### src/rtl/cpu_ext_trace_pkg.sv
// Shared constants and types for the off-chip trace capture path.
package cpu_ext_trace_pkg;

    localparam int               DEF_TRACE_W   = 18;
    localparam logic [17:0]      DEF_SYNC_WORD = 18'h3FFFF;

    typedef enum logic {
        ST_HUNT   = 1'b0,
        ST_LOCKED = 1'b1
    } lock_state_e;

    function automatic int word_w(input int trace_w);
        return 2 * trace_w;
    endfunction

endpackage

### src/rtl/cpu_ext_trace_fifo.sv
// First-word-fall-through FIFO; occupancy counter separates full from empty.
module cpu_ext_trace_fifo #(
    parameter  int WIDTH = 36,
    parameter  int DEPTH = 16,
    localparam int PTR_W = $clog2(DEPTH),
    localparam int LVL_W = PTR_W + 1
) (
    input  logic             clk,
    input  logic             reset_n,
    input  logic             flush,
    input  logic             push,
    input  logic [WIDTH-1:0] push_data,
    input  logic             pop,
    output logic             rd_valid,
    output logic [WIDTH-1:0] rd_data,
    output logic             full,
    output logic [LVL_W-1:0] level
);

    logic [WIDTH-1:0] mem_q [DEPTH];
    logic [WIDTH-1:0] mem_d [DEPTH];
    logic [PTR_W-1:0] wr_ptr_q, wr_ptr_d;
    logic [PTR_W-1:0] rd_ptr_q, rd_ptr_d;
    logic [LVL_W-1:0] level_q, level_d;
    logic             pop_ok;
    logic             push_ok;

    assign full     = (level_q == LVL_W'(DEPTH));
    assign rd_valid = (level_q != '0);
    assign rd_data  = rd_valid ? mem_q[rd_ptr_q] : '0;
    assign level    = level_q;

    // A pop request on an empty FIFO is ignored even when a push lands.
    assign pop_ok  = pop && rd_valid;
    assign push_ok = push && (!full || pop_ok);

    always_comb begin
        mem_d    = mem_q;
        wr_ptr_d = wr_ptr_q;
        rd_ptr_d = rd_ptr_q;
        level_d  = level_q;
        if (flush) begin
            wr_ptr_d = '0;
            rd_ptr_d = '0;
            level_d  = '0;
        end else begin
            if (push_ok) begin
                mem_d[wr_ptr_q] = push_data;
                wr_ptr_d        = wr_ptr_q + PTR_W'(1);
            end
            if (pop_ok) begin
                rd_ptr_d = rd_ptr_q + PTR_W'(1);
            end
            case ({push_ok, pop_ok})
                2'b10:   level_d = level_q + LVL_W'(1);
                2'b01:   level_d = level_q - LVL_W'(1);
                default: level_d = level_q;
            endcase
        end
    end

    always_ff @(posedge clk) begin
        if (!reset_n) begin
            wr_ptr_q <= '0;
            rd_ptr_q <= '0;
            level_q  <= '0;
        end else begin
            wr_ptr_q <= wr_ptr_d;
            rd_ptr_q <= rd_ptr_d;
            level_q  <= level_d;
        end
    end

    always_ff @(posedge clk) begin
        mem_q <= mem_d;
    end

endmodule

### src/rtl/cpu_ext_trace_capture.sv
// Trace-lane receiver: SYNC hunt, beat-pair packing, FWFT buffering, status.
//   state     | meaning
//   ST_HUNT   | discarding beats until a SYNC word is seen
//   ST_LOCKED | aligned; packing beat pairs into words
module cpu_ext_trace_capture
    import cpu_ext_trace_pkg::*;
#(
    parameter  int                 TRACE_W    = DEF_TRACE_W,
    parameter  int                 FIFO_DEPTH = 16,
    parameter  logic [TRACE_W-1:0] SYNC_WORD  = TRACE_W'(DEF_SYNC_WORD),
    parameter  int                 OVF_W      = 8,
    localparam int                 WORD_W     = word_w(TRACE_W),
    localparam int                 LVL_W      = $clog2(FIFO_DEPTH) + 1
) (
    input  logic               clk,
    input  logic               reset_n,
    input  logic               clr,
    input  logic               tr_valid,
    input  logic [TRACE_W-1:0] tr_data,
    output logic               rd_valid,
    output logic [WORD_W-1:0]  rd_data,
    input  logic               rd_ready,
    output logic               locked,
    output logic               align_err,
    output logic [OVF_W-1:0]   ovf_cnt,
    output logic [LVL_W-1:0]   fifo_level
);

    lock_state_e        state_q, state_d;
    logic               phase_q, phase_d;
    logic [TRACE_W-1:0] held_q, held_d;
    logic               align_err_q, align_err_d;
    logic [OVF_W-1:0]   ovf_cnt_q, ovf_cnt_d;

    logic               fifo_push;
    logic [WORD_W-1:0]  fifo_wdata;
    logic               fifo_pop;
    logic               fifo_full;
    logic               beat_sync;

    assign beat_sync = (tr_data == SYNC_WORD);
    assign fifo_pop  = rd_valid && rd_ready && !clr;

    always_comb begin
        state_d     = state_q;
        phase_d     = phase_q;
        held_d      = held_q;
        align_err_d = align_err_q;
        ovf_cnt_d   = ovf_cnt_q;
        fifo_push   = 1'b0;
        fifo_wdata  = {tr_data, held_q};
        if (clr) begin
            state_d     = ST_HUNT;
            phase_d     = 1'b0;
            held_d      = '0;
            align_err_d = 1'b0;
            ovf_cnt_d   = '0;
        end else if (tr_valid) begin
            case (state_q)
                ST_HUNT: begin
                    if (beat_sync) begin
                        state_d = ST_LOCKED;
                        phase_d = 1'b0;
                    end
                end
                ST_LOCKED: begin
                    if (beat_sync) begin
                        if (phase_q) begin
                            align_err_d = 1'b1;
                            phase_d     = 1'b0;
                            held_d      = '0;
                        end
                    end else if (!phase_q) begin
                        held_d  = tr_data;
                        phase_d = 1'b1;
                    end else begin
                        phase_d = 1'b0;
                        // Full FIFO still accepts when the head leaves this cycle.
                        if (!fifo_full || fifo_pop) begin
                            fifo_push = 1'b1;
                        end else if (ovf_cnt_q != '1) begin
                            ovf_cnt_d = ovf_cnt_q + OVF_W'(1);
                        end
                    end
                end
                default: state_d = ST_HUNT;
            endcase
        end
    end

    always_ff @(posedge clk) begin
        if (!reset_n) begin
            state_q     <= ST_HUNT;
            phase_q     <= 1'b0;
            held_q      <= '0;
            align_err_q <= 1'b0;
            ovf_cnt_q   <= '0;
        end else begin
            state_q     <= state_d;
            phase_q     <= phase_d;
            held_q      <= held_d;
            align_err_q <= align_err_d;
            ovf_cnt_q   <= ovf_cnt_d;
        end
    end

    assign locked    = (state_q == ST_LOCKED);
    assign align_err = align_err_q;
    assign ovf_cnt   = ovf_cnt_q;

    cpu_ext_trace_fifo #(
        .WIDTH (WORD_W),
        .DEPTH (FIFO_DEPTH)
    ) u_fifo (
        .clk       (clk),
        .reset_n   (reset_n),
        .flush     (clr),
        .push      (fifo_push),
        .push_data (fifo_wdata),
        .pop       (fifo_pop),
        .rd_valid  (rd_valid),
        .rd_data   (rd_data),
        .full      (fifo_full),
        .level     (fifo_level)
    );

endmodule
### config.mk
export PLATFORM = sky130hd
export DESIGN_NAME = cpu_ext_trace_capture
export DESIGN_NICKNAME = d
export VERILOG_FILES = /design/src/rtl/cpu_ext_trace_pkg.sv /design/src/rtl/cpu_ext_trace_fifo.sv /design/src/rtl/cpu_ext_trace_capture.sv
export SDC_FILE = /design/constraint.sdc
export NUM_CORES = 1
export LEC_CHECK = 0
export CORE_UTILIZATION = 40
export CTS_CLUSTER_DIAMETER = 200
export DETAILED_ROUTE_END_ITERATION = 10
export GPL_TIMING_DRIVEN = 0
export PLACE_DENSITY_LB_ADDON = 0.12
export SLEW_MARGIN = 25
export SYNTH_ARGS = -nofsm -noshare
export SYNTH_HDL_FRONTEND = slang
export SYNTH_SLANG_ARGS = --single-unit
### constraint.sdc
create_clock -name clk -period 8.7 [get_ports clk]
set_input_delay 2.175 -clock clk [delete_from_list [all_inputs] [get_ports clk]]
set_output_delay 2.175 -clock clk [all_outputs]
set_load 0.01 [all_outputs]
**Word level (Yosys, flattened, before mapping)**

Index checks and enable logic that the tools add are counted.

- Word-level logic and storage cells: 87
- Register bits: 618
- Input port bits: 23

- Reductions and logical operators: 17
- Equality and inequality tests: 8
- Bitwise gates (word level): 7
- Muxes and demuxes: 23
- Add/subtract/negate cells: 5
- Magnitude comparators: 3

Operators with widths:

| cell | number |
|---|---|
| 576-bit bitwise mux | 1 |
| 36-bit binary-select mux with 4-bit select | 1 |
| 36-bit demux with 4-bit select | 1 |
| 36-bit 2-to-1 mux | 4 |
| 18-bit 2-to-1 mux | 3 |
| 18-bit == test, second input constant | 1 |
| 1-bit 2-to-1 mux | 11 |
| 5-bit greater-or-equal comparator, second input constant | 2 |
| 4-bit inverter with 5-bit output | 2 |
| 5-bit one-hot mux with 2 select lines | 1 |
| 4-bit by 1-bit adder with 4-bit output, second input constant | 2 |
| 8-bit by 1-bit adder with 8-bit output, second input constant | 1 |
| 8-bit != test, second input constant | 1 |
| 4-bit AND reduction | 2 |
| 6-bit AND reduction | 1 |
| 5-bit by 1-bit adder with 5-bit output, second input constant | 1 |
| 5-bit == test, second input constant | 1 |
| 1-bit logical AND | 5 |
| 5-bit by 1-bit < comparator with 1-bit output, second input constant | 1 |
| 1-bit inverter | 5 |
| 5-bit nonzero test | 1 |
| 5-bit by 1-bit subtractor with 5-bit output, second input constant | 1 |
| 2-bit != test, second input constant | 2 |
| 2-bit AND reduction | 2 |
| other kinds (8) | 10 |

**Depth between registers and ports, before layout**

Gate-level depths: netlist of the first run.

- Depth in word-level cells: 13
- Depth in mapped cells: 14
- Depth with buffers taken out: 13

**Hierarchy**

Synthesis of the first run repeated with hierarchy kept, for this count alone.

- Cell total of the unflattened synthesis: 1152
- Area, all modules: 24036.8 um2

By module, submodules not included:

| module | sequential area each (um2) | cells an instance | area an instance (um2) | times used |
|---|---|---|---|---|
| cpu_ext_trace_fifo | 17556.8 | 993 | 22686.8 | 1 |
| cpu_ext_trace_capture | 580.6 | 159 | 1350.0 | 1 |

**Worst setup path after synthesis of the first run**

Ideal clock, no wire load.

- Path kind: input to register
- Start point: input port tr_data[17]
- End point: register u_fifo.mem_q[468] (netlist bit) (enable)
- Setup slack: 1677 ps
- Setup time: 519 ps
- Data required time: 8181 ps
- Data arrival time: 6503 ps
- Stages: 6
- Cells stage by stage: and4_1 nand3_1 inv_1 or3_1 clkbuf_1 nor4_1

- Word-level cells in the longest chain between the ends: 7

Ends and longest elaborated chain:

| element | line | source |
|---|---|---|
| start: declaration | cpu_ext_trace_capture.sv:19 | `input logic [TRACE_W-1:0] tr_data,` |
| 18-bit == test | cpu_ext_trace_capture.sv:41 | `assign beat_sync = (tr_data == SYNC_WORD);` |
| 1-bit 2-to-1 mux | cpu_ext_trace_capture.sv:67 | `if (beat_sync) begin` |
| 1-bit 2-to-1 mux | cpu_ext_trace_capture.sv:59 | `case (state_q)` |
| 1-bit 2-to-1 mux | cpu_ext_trace_capture.sv:58 | `end else if (tr_valid) begin` |
| 1-bit 2-to-1 mux | cpu_ext_trace_capture.sv:52 | `if (clr) begin` |
| 1-bit logical AND | cpu_ext_trace_fifo.sv:35 | `assign push_ok = push && (!full \|\| pop_ok);` |
| 2-bit AND reduction (no source line) | -- |  |
| end signal: assignment | cpu_ext_trace_fifo.sv:75 | `mem_q <= mem_d;` |
| end: declaration | cpu_ext_trace_fifo.sv:20 | `logic [WIDTH-1:0] mem_q [DEPTH];` |

Every way passes these cells.
A chain may end at the register's enable or synchronous reset.

**Final worst setup path of the first run**

- Start point: register u_fifo.rd_ptr_q[1]
- End point: output port rd_data[9]

- Word-level cells in the longest chain between the ends: 5

Ends and longest elaborated chain:

| element | line | source |
|---|---|---|
| start: declaration | cpu_ext_trace_fifo.sv:23 | `logic [PTR_W-1:0] rd_ptr_q, rd_ptr_d;` |
| start signal: assignment | cpu_ext_trace_fifo.sv:69 | `rd_ptr_q <= rd_ptr_d;` |
| 4-bit inverter with 5-bit output (implied by the code) | cpu_ext_trace_fifo.sv:30 | `assign rd_data = rd_valid ? mem_q[rd_ptr_q] : '0;` |
| 36-bit binary-select mux with 4-bit select | cpu_ext_trace_fifo.sv:30 |  |
| 36-bit 2-to-1 mux (implied by the code) (2 in a row) | cpu_ext_trace_fifo.sv:30 |  |
| 36-bit 2-to-1 mux | cpu_ext_trace_fifo.sv:30 |  |
| end: declaration | cpu_ext_trace_capture.sv:21 | `output logic [WORD_W-1:0] rd_data,` |

Every way passes these cells. The select of a mux whose other input is x is not followed.

==> qor.yml, run 1 <==
layout:
  num_antenna_cells: 0
  final_cell_mix: "edfxtp_1 (576), mux4_2 (144), mux2i_1 (76)"
  finalInstanceArea_um2: 28600
  fin_nets: 1451
  area_growth_pct: 19.4
  drive_above_1_share_pct: 26.8
  layout_commonest_cell: "edfxtp_1"
  n_fill_cell: 4921
  stdcell_count: 2237
floorplan:
  dieArea_um2: 60800
  initial_core_util_pct: 40.5
  rows: 89
  core_region_area_um2: 59000
  ios: 75
  die_h_um: 247
  fp.dieW_um: 247
pwr:
  vdd_drop_max_v: 0.000132
  p_leak_uw: 0.00842
  power_uw: 5930
  p_per_area_nw_per_um2: 207
setup_path:
  end_kind: "output pin"
  critPathArrivalTime_ns: 3.91
  cp.required_ns: 6.53
  regToRegSetupSlack_ns: 4.99
  cpPeakStageDelay_ns: 0.78
  worstSetupPathType: "flip-flop to output pin"
  path_buf_inv: 3
  cp_common_cell: "clkbuf_1"
  startpoint_type: "flip-flop"
  cp_max_fo: 10
  path_cells: "clkbuf_1 -> clkbuf_1 -> mux4_2 -> mux2i_1 -> o22ai_1 -> clkdlybuf4s50_1"
  cpMaxStageDelayCell: "clkbuf_1"
  cp_top_family: "buffers and inverters"
synthesis:
  netlist_area_um2: 23900
  synthCells: 1153
  synth_cell_types: 40
  synth-edff-count: 576
  syn_area_per_cell_um2: 20.8
  ys_async_sr_fraction_pct: 0
  synth_ff_type: "edfxtp_1"
  syn_nets: 1189
  synth_warnings: 0
  ys_seq_elements: 618
  ys_seq_area_share_pct: 75.8
drt:
  first_pass_iters: 5
  drtIter0Drc: 1039
  wl_per_cell_um: 26.2
  antenna_left: 0
  avgViaCountPerCell: 5.48
  vias: 12300
  drc: 0
  routed_wl_um: 58600
cts:
  clkLatencyLatePin_ns: 0.60
  cts_setup_buffers: 0
  cts.repair.resized: 0
  clkTransAtPathRegs_ns: 0.06
  cts_sinks: 618
  root_buffer: "clkbuf_16"
  cts_buffer_depth: 3
  cts_tree: "built"
  h-tree-depth: 3
  numCtsBuffers: 69
  hold_buffers: 0
sta:
  setup_viol: 0
  slew_violations: 0
  fmax_mhz: 164
  rsz0062_at_grt: "no"
  worst_pin_slew_ns: 1.03
  period_needed_ns: 6.09
  tns_ns: 0
  hold_violations: 0
  slew_headroom_pct: 31.6
  period_share_pct: 69.9
  clock_skew_ns: 0.0217
global_routing:
  grt_usage_pct: 19.9
  grt_pass1_wl_um: 86400
  grt.overflow.total: 0
  antenna_found_initial: 0
  grt_max_degree: 19
  grt_pass1_vias: 12800
run:
  cap_violations: 0
outcome:
  status: "finished clean"
placed_design:
  place_area_um2: 26500
  io_buffers: 74
  gp_congestion: 0.778
  dp.cells: 2117
  dp_hpwl_um: 40100
worst_hold_path:
  min_path_type: "flip-flop to flip-flop"
==> synth_stat cells, drive strengths merged, types with 5 or more instances <==
| cell | instances | area, um^2 |
|---|---|---|
| nor4 | 9 | 71.3 |
| buf | 26 | 126 |
| edfxtp | 576 | 17300 |
| mux2i | 76 | 761 |
| nand2 | 20 | 75.1 |
| or4 | 6 | 45.0 |
| o31ai | 5 | 37.5 |
| nand3 | 9 | 45.0 |
| nor2b | 21 | 131 |
| nand2b | 7 | 43.8 |
| o22ai | 36 | 225 |
| dfxtp | 42 | 841 |
| a21oi | 12 | 60.1 |
| clkbuf | 37 | 139 |
| mux4 | 144 | 3240 |
| ha | 12 | 150 |
| nor2 | 37 | 139 |
| a31oi | 20 | 125 |
| nor3 | 9 | 45.0 |
| nand4 | 8 | 50.1 |
| inv | 13 | 48.8 |
==> stage by stage <==
stage	utilization (%)	setup slack, ns	hold slack, ns
2_1_floorplan	-	1.68	0.471
3_3_place_gp	43.4	-5.07	0.492
3_5_place_dp	44.9	2.01	0.498
4_1_cts	48.4	2.61	0.511
5_1_grt	48.4	2.40	0.560
6_report	48.4	2.61	0.509
==> area by class of cell <==
type,instances,area (um^2),area share (%)
Clock inverter,29,149,0.521
Buffer,63,269,0.942
Multi-Input combinational cell,459,5570,19.5
Tap cell,773,967,3.39
Timing Repair Buffer,191,1540,5.39
Sequential cell,618,18100,63.5
Inverter,13,48.8,0.171
Clock buffer,91,1890,6.63
==> registers in the layout (all words and copies together) (netlist names) <==
| signal | cells |
|---|---|
| held_q | 18 |
| u_fifo.rd_ptr_q | 4 |
| phase_q | 1 |
| u_fifo.wr_ptr_q | 4 |
| u_fifo.level | 5 |
| u_fifo.mem_q | 576 |
| align_err | 1 |
| locked | 1 |
| ovf_cnt | 8 |
==> worst paths after layout <==
check	start	to	depth (start not counted)
max	u_fifo.rd_ptr_q[1]	rd_data[9]	6
min	ovf_cnt[7]	ovf_cnt[7]	2
max reg2reg	locked	u_fifo.mem_q[418]	9
min reg2reg	ovf_cnt[7]	ovf_cnt[7]	2
==> worst reg2reg max path, cell delays in order, from the launching register on <==
cell     delay, ns
dfxtp_1       0.47
nand3_1       0.26
a31oi_1       0.42
nand2_1       0.39
nor4_2        0.70
buf_2         0.33
buf_2         0.22
buf_4         0.17
buf_2         0.20
buf_2         0.23
==> cells by family after synthesis <==
group	Yosys count	share of synthesized area, %
mux	221	16.8
simple gates	136	3.00
fa+ha+maj	13	0.711
compound gates	84	2.20
flops	618	75.8
buf+inv	76	1.31
xor+xnor	5	0.183
==> per-layer routing <==
metal / global-route usage [%] / up-vias / share of wire, %
li1: - / 5335 / -
met1: 28.4 / 6501 / 45
met2: 31.4 / 334 / 48
met3: 3.45 / 88 / 4.8
met4: 5.41 / 0 / 2.1
met5: 0 / - / 0
==> where the power goes <==
part | total (uW) | leakage [uW] | internal, uW | switching (uW)
Combinational | 42.5 | 0.00234 | 10.3 | 32.2
Clock | 2660 | 0.00100 | 1530 | 1130
Sequential | 3220 | 0.00508 | 3220 | 0.0000691
Total | 5930 | 0.00842 | 4760 | 1170
Power figures use the tool's default switching activity.
==> run 2: changes to the inputs <==
==> constraint.sdc (replaced) <==
create_clock -name clk -period 5.1 [get_ports clk]
set_input_delay 1.275 -clock clk [delete_from_list [all_inputs] [get_ports clk]]
set_output_delay 1.275 -clock clk [all_outputs]
set_load 0.01 [all_outputs]
==> qor.yml, run 2 (synthesis gave the netlist of run 1 again) <==
global_routing:
  grt_pass1_vias: 12700  # -1.4%
  grt_pass1_wl_um: 86500  # +0.13%
  use_met1_pct: 28.3  # -0.064 points
  antenna_found_initial: 0  # unchanged
  grt.overflow.total: 0  # unchanged
  use_met3_pct: 3.32  # -0.13 points
  grt_usage_pct: 19.9  # +0.078 points
  top_usage_layer: "met2"
  grt_max_degree: 19  # unchanged
  use_met2_pct: 31.6  # +0.14 points
sta:
  slew_headroom_pct: 31.6  # about the same
  fmax_mhz: 202
  period_needed_ns: 4.94
  setup_viol: 0  # unchanged
  period_share_pct: 96.9
  worst_pin_slew_ns: 1.03  # -0.000348 ns
  hold_violations: 0  # unchanged
  clock_skew_ns: 0.0213  # -0.000328 ns
  slew_violations: 0  # unchanged
  hold_slack_ns: 0.507  # -0.00240 ns
layout:
  largest_reg_flops: 576  # unchanged
  final_cell_mix: "edfxtp_1 (576), mux4_2 (144), mux2i_1 (76)"
  layout_commonest_cell: "edfxtp_1"
  drive_above_1_share_pct: 26.9  # +0.080 points
  area_growth_pct: 20.0
  regMostFlops: "u_fifo.mem_q"
  fin_nets: 1429  # -1.5%
  stdcell_count: 2215  # -0.98%
  n_fill_cell: 4940  # +0.39%
setup_path:
  cp_max_fo: 10  # unchanged
  critPathArrivalTime_ns: 3.67  # -0.24 ns
  end_kind: "output pin"
  path_cells: "clkdlybuf4s15_1 -> buf_1 -> mux4_2 -> mux2i_1 -> o22ai_1 -> clkdlybuf4s50_1"
  cpPeakStageDelay_ns: 0.69  # -0.09 ns
  path_buf_inv: 3  # unchanged
  worstSetupPathType: "flip-flop to output pin"
  cp_top_family: "buffers and inverters"
  cpMaxStageDelayCell: "clkdlybuf4s15_1"
  startpoint_type: "flip-flop"
  cp.required_ns: 3.83  # -2.70 ns
drt:
  routed_wl_um: 58700  # +0.31%
  vias: 12300  # +0.024%
  antenna_left: 0  # unchanged
  avgViaCountPerCell: 5.54  # +1.0%
  drc: 0  # unchanged
  first_pass_iters: 4  # -1
  wl_per_cell_um: 26.5  # +1.3%
  drtIter0Drc: 896  # -14%
floorplan:
  fp.dieW_um: 247  # unchanged
  initial_core_util_pct: 40.5  # unchanged
  dieArea_um2: 60800  # unchanged
  rows: 89  # unchanged
  ios: 75  # unchanged
  core_region_area_um2: 59000  # unchanged
  die_h_um: 247  # unchanged
cts:
  cts_setup_buffers: 0  # unchanged
  numCtsBuffers: 66  # -4.3%
  clkLatencyLatePin_ns: 0.60  # about the same
  cts_tree: "built"
  cts_sinks: 618  # unchanged
  cts_buffer_depth: 3  # unchanged
  clkTransAtPathRegs_ns: 0.06  # about the same
  root_buffer: "clkbuf_16"
  h-tree-depth: 3  # unchanged
placed_design:
  dp.cells: 2098  # -0.90%
  dp_hpwl_um: 39600  # -1.1%
  gp_congestion: 0.726  # -6.7%
  io_buffers: 74  # unchanged
pwr:
  vdd_drop_max_v: 0.000199  # +50%
  power_uw: 10200  # +72%
  p_per_area_nw_per_um2: 355  # +71%
  p_leak_uw: 0.00846  # +0.49%
run:
  cap_violations: 0  # unchanged
outcome:
  status: "finished clean"
worst_hold_path:
  min_path_type: "flip-flop to flip-flop"
==> run 2: cell types whose count changed in the layout (fill, tap and decap cells not counted), sizes merged <==
| cell | change |
|---|---|
| diode | +1 |
| inv | -1 |
| clkbuf | -9 |
| clkdlybuf4s50 | -10 |
| dlymetal6s2s | +10 |
| clkinvlp | +3 |
| clkdlybuf4s15 | +5 |
| bufinv | +4 |
| buf | -22 |
| clkinv | -3 |
==> run 2: timing repair <==
item                                    4_1_cts  5_1_grt
hold endpoints to repair                      0        0
hold buffers                                  0        0
cloned                                        0        0
endpoints found under the setup margin       13        8
resized for setup                             8       28
==> run 2: worst paths after layout <==
check | startpoint | end | slack, ns | cells after the start
hold reg to reg | ovf_cnt[5] | ovf_cnt[5] | 0.51 | 2
setup / recovery | u_fifo.rd_ptr_q[1] | rd_data[15] | 0.16 | 6
hold / removal | ovf_cnt[5] | ovf_cnt[5] | 0.51 | 2
setup reg to reg | u_fifo.level[0] | u_fifo.level[4] | 1.73 | 13
==> run 2: area by class of cell <==
type                            count  area [um^2]  share of cell area, %
Buffer                             63          313                   1.09
Inverter                           13         48.8                  0.170
Multi-Input combinational cell    459         5610                   19.5
Timing Repair Buffer              172         1570                   5.45
Antenna cell                        1         2.50                0.00872
Sequential cell                   618        18100                   63.2
Clock inverter                     32          270                  0.942
Clock buffer                       84         1790                   6.25
Tap cell                          773          967                   3.37
==> run 2: report_power, final <==
part	internal, uW	leakage [uW]	total, uW	switching (uW)
logic	17.1	0.00238	72.6	55.5
registers	5500	0.00508	5500	0.000117
clock network	2690	0.00101	4630	1940
total	8200	0.00846	10200	1990
==> run 2: layer usage <==
| metal | up-vias | wire, um |
|---|---|---|
| li1 | 5291 | - |
| met1 | 6589 | 26500 |
| met2 | 308 | 28300 |
| met3 | 73 | 2750 |
| met4 | 0 | 1140 |
| met5 | - | 0 |
==> run 2: stage by stage <==
step / setup TNS (ns) / cell area (um^2) / setup slack [ns] / util, %
3_5_place_dp: -7.38 / 26600 / -0.400 / 45.0
3_3_place_gp: -2637.38 / 25700 / -7.50 / 43.5
2_1_floorplan: -111.76 / 24000 / -1.02 / -
5_1_grt: -0.00410 / 28700 / -0.00410 / 48.6
6_report: 0 / 28700 / 0.158 / 48.6
4_1_cts: 0 / 28700 / 0.0101 / 48.6
==> run 2: worst reg2reg max path, stage by stage, from the launching register on <==
cell      delay [ns]
dfxtp_1         0.38
nor4_4          0.36
nand3b_1        0.18
nand2_1         0.10
or3_1           0.10
clkbuf_1        0.45
ha_1            0.36
inv_1           0.10
fa_1            0.38
nor2b_1         0.17
o21ai_0         0.13
nor4b_1         0.17
or3_1           0.32
a21oi_1         0.12
